`config.mk`:
```
export PLATFORM = sky130hd
export DESIGN_NAME = wb_retire_unit_flat
export DESIGN_NICKNAME = d
export VERILOG_FILES = /design/src/rtl/wb_retire_unit_if.sv /design/src/rtl/wb_retire_unit.sv /design/src/flat_wrapper.sv
export SDC_FILE = /design/constraint.sdc
export NUM_CORES = 1
export LEC_CHECK = 0
export ABC_AREA = 1
export BUFFER_PORTS_ARGS = -buffer_cell sky130_fd_sc_hd__clkbuf_2
export CORE_UTILIZATION = 52
export CTS_CLUSTER_SIZE = 40
export DETAILED_ROUTE_END_ITERATION = 6
export PLACE_DENSITY_LB_ADDON = 0.3
export SLEW_MARGIN = 15
export SYNTH_ARGS = -nofsm -noshare
export SYNTH_HDL_FRONTEND = slang
export SYNTH_SLANG_ARGS = --single-unit
```
`constraint.sdc`:
```
create_clock -name clk -period 2.7 [get_ports clk]
set_clock_uncertainty 0.15 [all_clocks]
set_input_delay 0.27 -clock clk [delete_from_list [all_inputs] [get_ports clk]]
set_output_delay 0.27 -clock clk [all_outputs]
set_load 0.01 [all_outputs]
```
`src/rtl/wb_retire_unit_if.sv`:
```
// wb_retire_unit_if: MEM/WB slot, bridge read port and register-file write port bundle
interface wb_retire_unit_if #(
    parameter int XLEN = 32,
    parameter int RW = 5
);
    logic in_valid;
    logic in_ready;
    logic in_reg_write;
    logic in_mem_to_reg;
    logic in_is_byte;
    logic in_is_half;
    logic in_is_signed;
    logic in_addr_in_dm;
    logic [RW-1:0] in_rw;
    logic [XLEN-1:0] in_exout;
    logic [XLEN-1:0] in_dmout;
    logic br_req;
    logic [XLEN-1:0] br_addr;
    logic br_ack;
    logic [XLEN-1:0] br_rdata;
    logic wb_we;
    logic [RW-1:0] wb_rw;
    logic [XLEN-1:0] wb_wd;
    logic bus_err;
    modport master (
        output in_valid, in_reg_write, in_mem_to_reg, in_is_byte, in_is_half, in_is_signed,
        output in_addr_in_dm, in_rw, in_exout, in_dmout, br_ack, br_rdata,
        input in_ready, br_req, br_addr, wb_we, wb_rw, wb_wd, bus_err
    );
    modport slave (
        input in_valid, in_reg_write, in_mem_to_reg, in_is_byte, in_is_half, in_is_signed,
        input in_addr_in_dm, in_rw, in_exout, in_dmout, br_ack, br_rdata,
        output in_ready, br_req, br_addr, wb_we, wb_rw, wb_wd, bus_err
    );
endinterface

```
`src/rtl/wb_retire_unit.sv`:
```
// wb_retire_unit: writeback/retire stage with load extension and multi-cycle bridge loads (optional timeout: WB_BRIDGE_TIMEOUT_EN)
module wb_retire_unit #(
    parameter int XLEN = 32,
    parameter int RW = 5
`ifdef WB_BRIDGE_TIMEOUT_EN
    ,
    parameter int TIMEOUT = 16
`endif
) (
    input logic clk,
    input logic rst,
    wb_retire_unit_if.slave bus
);
    localparam int NB = XLEN / 8;
    localparam int LA = $clog2(NB);
    localparam int WW = XLEN > 32 ? 32 : XLEN;

    typedef enum logic {IDLE, WAIT_BR} state_t;

    state_t state, state_n;
    logic accept, br_load, ack, tmo;
    logic br_req, wb_we;
    logic [XLEN-1:0] br_addr, wb_wd;
    logic [RW-1:0] wb_rw, l_rw;
    logic l_we, l_byte, l_half, l_signed;

    function automatic logic [XLEN-1:0] ext(input logic [XLEN-1:0] d, input logic [LA-1:0] a,
                                            input logic b, input logic h, input logic s);
        int ai, wid;
        logic [XLEN-1:0] sh, m;
        ai = int'(a);
        wid = b ? 8 : h ? 16 : WW;
        sh = b ? d >> (8 * ai) : h ? d >> (8 * (ai & ~1)) : d >> (32 * (ai >> 2));
        m = ~({XLEN{1'b1}} << wid);
        return (sh & m) | ({XLEN{s & sh[wid-1]}} & ~m);
    endfunction

    assign bus.in_ready = state == IDLE;
    assign accept = bus.in_valid & bus.in_ready;
    assign br_load = bus.in_mem_to_reg & ~bus.in_addr_in_dm;
    assign ack = state == WAIT_BR && bus.br_ack;
    assign bus.br_req = br_req;
    assign bus.br_addr = br_addr;
    assign bus.wb_we = wb_we;
    assign bus.wb_rw = wb_rw;
    assign bus.wb_wd = wb_wd;

`ifdef WB_BRIDGE_TIMEOUT_EN
    localparam int CW = $clog2(TIMEOUT + 1);
    logic [CW-1:0] cnt;
    logic err;
    assign tmo = state == WAIT_BR && !bus.br_ack && cnt == CW'(TIMEOUT - 1);
    assign bus.bus_err = err;

    // Bridge wait counter, cleared on entry, and the one-cycle timeout pulse
    always_ff @(posedge clk) begin
        if (rst) begin
            cnt <= '0;
            err <= 1'b0;
        end else begin
            cnt <= (accept && br_load) ? '0 : state == WAIT_BR ? cnt + CW'(1) : cnt;
            err <= tmo;
        end
    end
`else
    assign tmo = 1'b0;
    assign bus.bus_err = 1'b0;
`endif

    // State register
    always_ff @(posedge clk) begin
        if (rst) state <= IDLE;
        else state <= state_n;
    end

    // Next state: enter WAIT_BR on a bridge load, leave on ack or timeout
    always_comb begin
        state_n = (accept && br_load) ? WAIT_BR : (ack || tmo) ? IDLE : state;
    end

    // Retire register, bridge request and latched bridge-load context
    always_ff @(posedge clk) begin
        if (rst) begin
            br_req <= 1'b0;
            br_addr <= '0;
            wb_we <= 1'b0;
            wb_rw <= '0;
            wb_wd <= '0;
            l_rw <= '0;
            l_we <= 1'b0;
            l_byte <= 1'b0;
            l_half <= 1'b0;
            l_signed <= 1'b0;
        end else begin
            wb_we <= 1'b0;
            if (accept && br_load) begin
                br_req <= 1'b1;
                br_addr <= bus.in_exout;
                l_rw <= bus.in_rw;
                l_we <= bus.in_reg_write;
                l_byte <= bus.in_is_byte;
                l_half <= bus.in_is_half;
                l_signed <= bus.in_is_signed;
            end else if (accept) begin
                wb_we <= bus.in_reg_write & (bus.in_rw != '0);
                wb_rw <= bus.in_rw;
                wb_wd <= bus.in_mem_to_reg
                    ? ext(bus.in_dmout, bus.in_exout[LA-1:0], bus.in_is_byte, bus.in_is_half, bus.in_is_signed)
                    : bus.in_exout;
            end
            if (ack) begin
                br_req <= 1'b0;
                wb_we <= l_we & (l_rw != '0);
                wb_rw <= l_rw;
                wb_wd <= ext(bus.br_rdata, br_addr[LA-1:0], l_byte, l_half, l_signed);
            end
            if (tmo) br_req <= 1'b0;
        end
    end
endmodule

```
`src/flat_wrapper.sv`:
```
// flat-port wrapper written by rule: the top's interface ports become plain ports
module wb_retire_unit_flat 
#(
    parameter int XLEN = 32,
    parameter int RW = 5

)
  (clk, rst, bus_in_valid, bus_in_reg_write, bus_in_mem_to_reg, bus_in_is_byte, bus_in_is_half, bus_in_is_signed, bus_in_addr_in_dm, bus_in_rw, bus_in_exout, bus_in_dmout, bus_br_ack, bus_br_rdata, bus_in_ready, bus_br_req, bus_br_addr, bus_wb_we, bus_wb_rw, bus_wb_wd, bus_bus_err);
  wb_retire_unit_if #(.XLEN(XLEN), .RW(RW)) bus_i ();
  input logic clk;
  input logic rst;
  input wire logic [$bits(bus_i.in_valid)-1:0] bus_in_valid;
  input wire logic [$bits(bus_i.in_reg_write)-1:0] bus_in_reg_write;
  input wire logic [$bits(bus_i.in_mem_to_reg)-1:0] bus_in_mem_to_reg;
  input wire logic [$bits(bus_i.in_is_byte)-1:0] bus_in_is_byte;
  input wire logic [$bits(bus_i.in_is_half)-1:0] bus_in_is_half;
  input wire logic [$bits(bus_i.in_is_signed)-1:0] bus_in_is_signed;
  input wire logic [$bits(bus_i.in_addr_in_dm)-1:0] bus_in_addr_in_dm;
  input wire logic [$bits(bus_i.in_rw)-1:0] bus_in_rw;
  input wire logic [$bits(bus_i.in_exout)-1:0] bus_in_exout;
  input wire logic [$bits(bus_i.in_dmout)-1:0] bus_in_dmout;
  input wire logic [$bits(bus_i.br_ack)-1:0] bus_br_ack;
  input wire logic [$bits(bus_i.br_rdata)-1:0] bus_br_rdata;
  output wire logic [$bits(bus_i.in_ready)-1:0] bus_in_ready;
  output wire logic [$bits(bus_i.br_req)-1:0] bus_br_req;
  output wire logic [$bits(bus_i.br_addr)-1:0] bus_br_addr;
  output wire logic [$bits(bus_i.wb_we)-1:0] bus_wb_we;
  output wire logic [$bits(bus_i.wb_rw)-1:0] bus_wb_rw;
  output wire logic [$bits(bus_i.wb_wd)-1:0] bus_wb_wd;
  output wire logic [$bits(bus_i.bus_err)-1:0] bus_bus_err;
  assign bus_i.in_valid = bus_in_valid;
  assign bus_i.in_reg_write = bus_in_reg_write;
  assign bus_i.in_mem_to_reg = bus_in_mem_to_reg;
  assign bus_i.in_is_byte = bus_in_is_byte;
  assign bus_i.in_is_half = bus_in_is_half;
  assign bus_i.in_is_signed = bus_in_is_signed;
  assign bus_i.in_addr_in_dm = bus_in_addr_in_dm;
  assign bus_i.in_rw = bus_in_rw;
  assign bus_i.in_exout = bus_in_exout;
  assign bus_i.in_dmout = bus_in_dmout;
  assign bus_i.br_ack = bus_br_ack;
  assign bus_i.br_rdata = bus_br_rdata;
  assign bus_in_ready = bus_i.in_ready;
  assign bus_br_req = bus_i.br_req;
  assign bus_br_addr = bus_i.br_addr;
  assign bus_wb_we = bus_i.wb_we;
  assign bus_wb_rw = bus_i.wb_rw;
  assign bus_wb_wd = bus_i.wb_wd;
  assign bus_bus_err = bus_i.bus_err;
  wb_retire_unit #(.XLEN(XLEN), .RW(RW)) u_core (.clk(clk), .rst(rst), .bus(bus_i));
endmodule
```
==> results.sh <==
export IMPL_drtIter0Drc=607
export IMPL_yosysSeqAreaShare=0.313
export IMPL_yosysUniqueCellTypes=31
export IMPL_finalCriticalPeriod_ps=2030
export IMPL_grt_pass1_vias=5066
export IMPL_r2r_end="u_core.bus.wb_wd[24]"
export IMPL_hp_class="in2reg"
export IMPL_p_seq_frac=0.419
export IMPL_r2r_setup_slack_ps=670
export IMPL_status="complete, no violations"
export IMPL_drive_gt1_frac=0.273
export IMPL_crit_end="u_core.bus.wb_wd[24]"
export IMPL_critPathLaunchType="flop"
export IMPL_cpLargestDelayFamily="simple AND/OR/NAND/NOR gates"
export IMPL_initial_core_util=0.532
export IMPL_r2r_cells=11
export IMPL_slew_violations=0
export IMPL_worst_setup_path_end_kind="flop"
export IMPL_post_cts_buffers=0
export IMPL_post_cts_resized=0
export IMPL_crit_start="u_core.l_half"
export IMPL_p_comb_frac=0.253
export IMPL_htreeDepth=3
export IMPL_grt_max_degree=61
export IMPL_postCtsHoldBufs=0
export IMPL_dr_pass1_iters=6
export IMPL_nets=1102
export IMPL_grt_pass1_wl_mm=25.3
export IMPL_cp_arrival_ps=2140
export IMPL_hpwl_mm=12.3
export IMPL_n_fill_cell=988
export IMPL_drt_vias_per_instance=5.40
export IMPL_power_density_mw_per_mm2=501
export IMPL_worst_ir_drop_vdd_mv=0.248
export IMPL_port_buffers=182
export IMPL_finalSetupViolCount=0
export IMPL_clk_latency_ps=360
export IMPL_slowest_delay_ps=360
export IMPL_grt_usage=0.319
export IMPL_cpMaxStageDelayCell="dfxtp_1"
export IMPL_core_area_mm2=0.00973
export IMPL_ant_nets=0
export IMPL_setup_ws_ps=671
export IMPL_crit_fanout=18
export IMPL_crit_chain="nand2_2 > inv_2 > nand2_1 > nand3_1 > nand3_1 > nand3_2 > o21ai_0 > nand2_1 > nand3_1 > nand2_1 > inv_1"
export IMPL_place_gp_congestion=0.976
export IMPL_antenna_found_initial=0
export IMPL_numCtsBuffers=9
export IMPL_synth_nets=955
export IMPL_wl_per_cell_um=14.7
export IMPL_finalSetupTns_ps=0
export IMPL_multi_input_comb_area_mm2=0.00290
export IMPL_crit_cells=11
export IMPL_relSlewSlack=0.581
export IMPL_p_int_mw=2.13
export IMPL_tightest_slew_ps=627
export IMPL_power_mw=3.18
export IMPL_rsz0062_at_grt="no"
export IMPL_pwr_share_clk=0.329
export IMPL_place_ws_ps=581
export IMPL_rows=36
export IMPL_syn_avg_cell_area_um2=6.13
export IMPL_regArea_mm2=0.00162
export IMPL_syn_area_mm2=0.00518
export IMPL_fmax_ghz=0.493
export IMPL_p_leak_nw=3.35
export IMPL_wirelength_mm=16.6
export IMPL_clk_pin_slew_ps=100
export IMPL_io_pins=184
export IMPL_hold_viol=0
export IMPL_post_route_drc_count=0
export IMPL_cts_tree="done"
export IMPL_antenna_cells=0
export IMPL_area_delta_synth_final_pct=22.5
export IMPL_grt_overflow_total=0
export IMPL_required_ps=2810
export IMPL_max_cap_violations=0
export IMPL_cts_root_buf="clkbuf_8"
export IMPL_ys_ff_latch=81
export IMPL_cts_sinks=81
export IMPL_switchingPower_mw=1.05
export IMPL_die_w_um=102
export IMPL_fin_crit_sh=0.751
export IMPL_clock_path_buffers=2
export IMPL_dr_total_vias=6101
export IMPL_die_area_mm2=0.0104
export IMPL_syn_inst=844
export IMPL_crit_type="reg2reg"
export IMPL_yosysWarnings=0
export IMPL_die_y_um=102
export IMPL_r2r_start="u_core.l_half"
export IMPL_cp_num_buf_inv=2
export IMPL_swShare=0.330
## Yosys cell counts
| library cell | number | area share |
|---|---|---|
| nor3_1 | 1 | 0.00097 |
| o21ai_1 | 5 | 0.0048 |
| inv_1 | 96 | 0.070 |
| or2_2 | 28 | 0.034 |
| nand3_2 | 5 | 0.0097 |
| buf_4 | 5 | 0.0073 |
| nand3_4 | 1 | 0.0034 |
| a31oi_1 | 12 | 0.014 |
| nor2_4 | 1 | 0.0022 |
| nand2_4 | 1 | 0.0022 |
| o21ai_0 | 149 | 0.14 |
| o21bai_1 | 1 | 0.0015 |
| nand3_1 | 63 | 0.061 |
| dfxtp_1 | 81 | 0.31 |
| o221ai_1 | 5 | 0.0085 |
| conb_1 | 1 | 0.00072 |
| inv_2 | 8 | 0.0058 |
| nor2_1 | 112 | 0.081 |
| buf_2 | 12 | 0.012 |
| buf_6 | 1 | 0.0022 |
| buf_1 | 2 | 0.0015 |
| a21boi_2 | 1 | 0.0022 |
| nand2_2 | 15 | 0.018 |
| o22ai_1 | 5 | 0.0060 |
| nand2_1 | 133 | 0.096 |
| o211ai_1 | 18 | 0.026 |
| a21oi_1 | 39 | 0.038 |
| o311ai_0 | 1 | 0.0017 |
| clkbuf_1 | 39 | 0.028 |
| nand4_1 | 2 | 0.0024 |
| o21ai_2 | 1 | 0.0017 |
## metrics by stage
step	instances	area, um^2	hold WS (ps)	util
floorplan	844	5180	189	-
global placement	1113	6110	305	0.628
detailed placement	1113	6110	309	0.628
CTS	1129	6340	9.78	0.652
global route	1129	6340	14.6	0.652
finish	1129	6340	12.2	0.652
## routing by layer
layer | routed length, um | track usage | vias to the layer above | part of all wire
li1 | - | - | 3043 | -
met1 | 7140 | 0.432 | 2648 | 0.43
met2 | 7290 | 0.491 | 355 | 0.44
met3 | 1500 | 0.0580 | 55 | 0.090
met4 | 634 | 0.144 | 0 | 0.038
met5 | 0 | 0 | - | 0
## placed cells by master, fill, tap and decap left out, types with 5 or more instances in the layout
cell      synthesis  final
nand2_1         133    133
o21ai_1           5      5
a31oi_1          12     12
inv_2             8      8
clkbuf_8          0      9
o22ai_1           5      5
or2_2            28     28
dfxtp_1          81     81
nand3_1          63     63
clkbuf_2          0    182
nand2_2          15     15
nor2_1          112    112
a21oi_1          39     39
o221ai_1          5      5
inv_1            96     96
buf_4             5     11
o211ai_1         18     18
o21ai_0         149    149
nand3_2           5      5
## cells by family (layout without fill, tap and decap cells)
kind of cell	count (synthesis)	in the layout	synth area share
AOI/OAI and AO/OA	237	237	0.249
buffers and inverters	163	315	0.126
DFF	81	81	0.313
other	1	1	0.000724
and+or+nand+nor	362	362	0.311
## tightest hold or removal path, cell delays in order
cell      delay (ps)
clkbuf_2          80
o21ai_0           70
nor2_1            70
## final cells by class
type | instances | share of cell area
Clock buffer | 9 | 0.0195
Clock inverter | 7 | 0.0166
Inverter | 104 | 0.0615
Multi-Input combinational cell | 600 | 0.458
Sequential cell | 81 | 0.256
Tap cell | 133 | 0.0262
Timing Repair Buffer | 195 | 0.163
## sequential cells by signal, summed over array words and instances (netlist names)
register / flops
u_core.bus.br_addr: 32
u_core.bus.wb_wd: 32
u_core.bus.wb_rw: 5
u_core.l_rw: 5
u_core.bus.br_req: 1
u_core.bus.wb_we: 1
u_core.l_byte: 1
u_core.l_half: 1
u_core.l_signed: 1
u_core.l_we: 1
u_core.state: 1
## worst min path at each step
stage	cells past startpoint	end	from	slack (ps)
after floorplan	1	u_core.bus.wb_wd[0]	rst	190
after global placement	2	u_core.l_rw[1]	u_core.l_rw[1]	300
after detailed placement	2	u_core.bus.wb_wd[1]	u_core.bus.wb_wd[1]	310
after CTS	3	u_core.bus.br_addr[15]	bus_in_exout[15]	10
after global routing	3	u_core.bus.br_addr[15]	bus_in_exout[15]	10
final	3	u_core.bus.br_addr[15]	bus_in_exout[15]	10
## power by group through the flow
stage	registers, mW	logic [mW]	clock network, mW
after detailed placement	1.36	0.783	0
final	1.33	0.802	1.04
after global placement	1.36	0.778	0
after CTS	1.33	0.788	1.05
after global routing	1.34	0.890	1.11
after floorplan	1.39	0.443	0
Note: power is estimated with default switching activity, not from simulation.
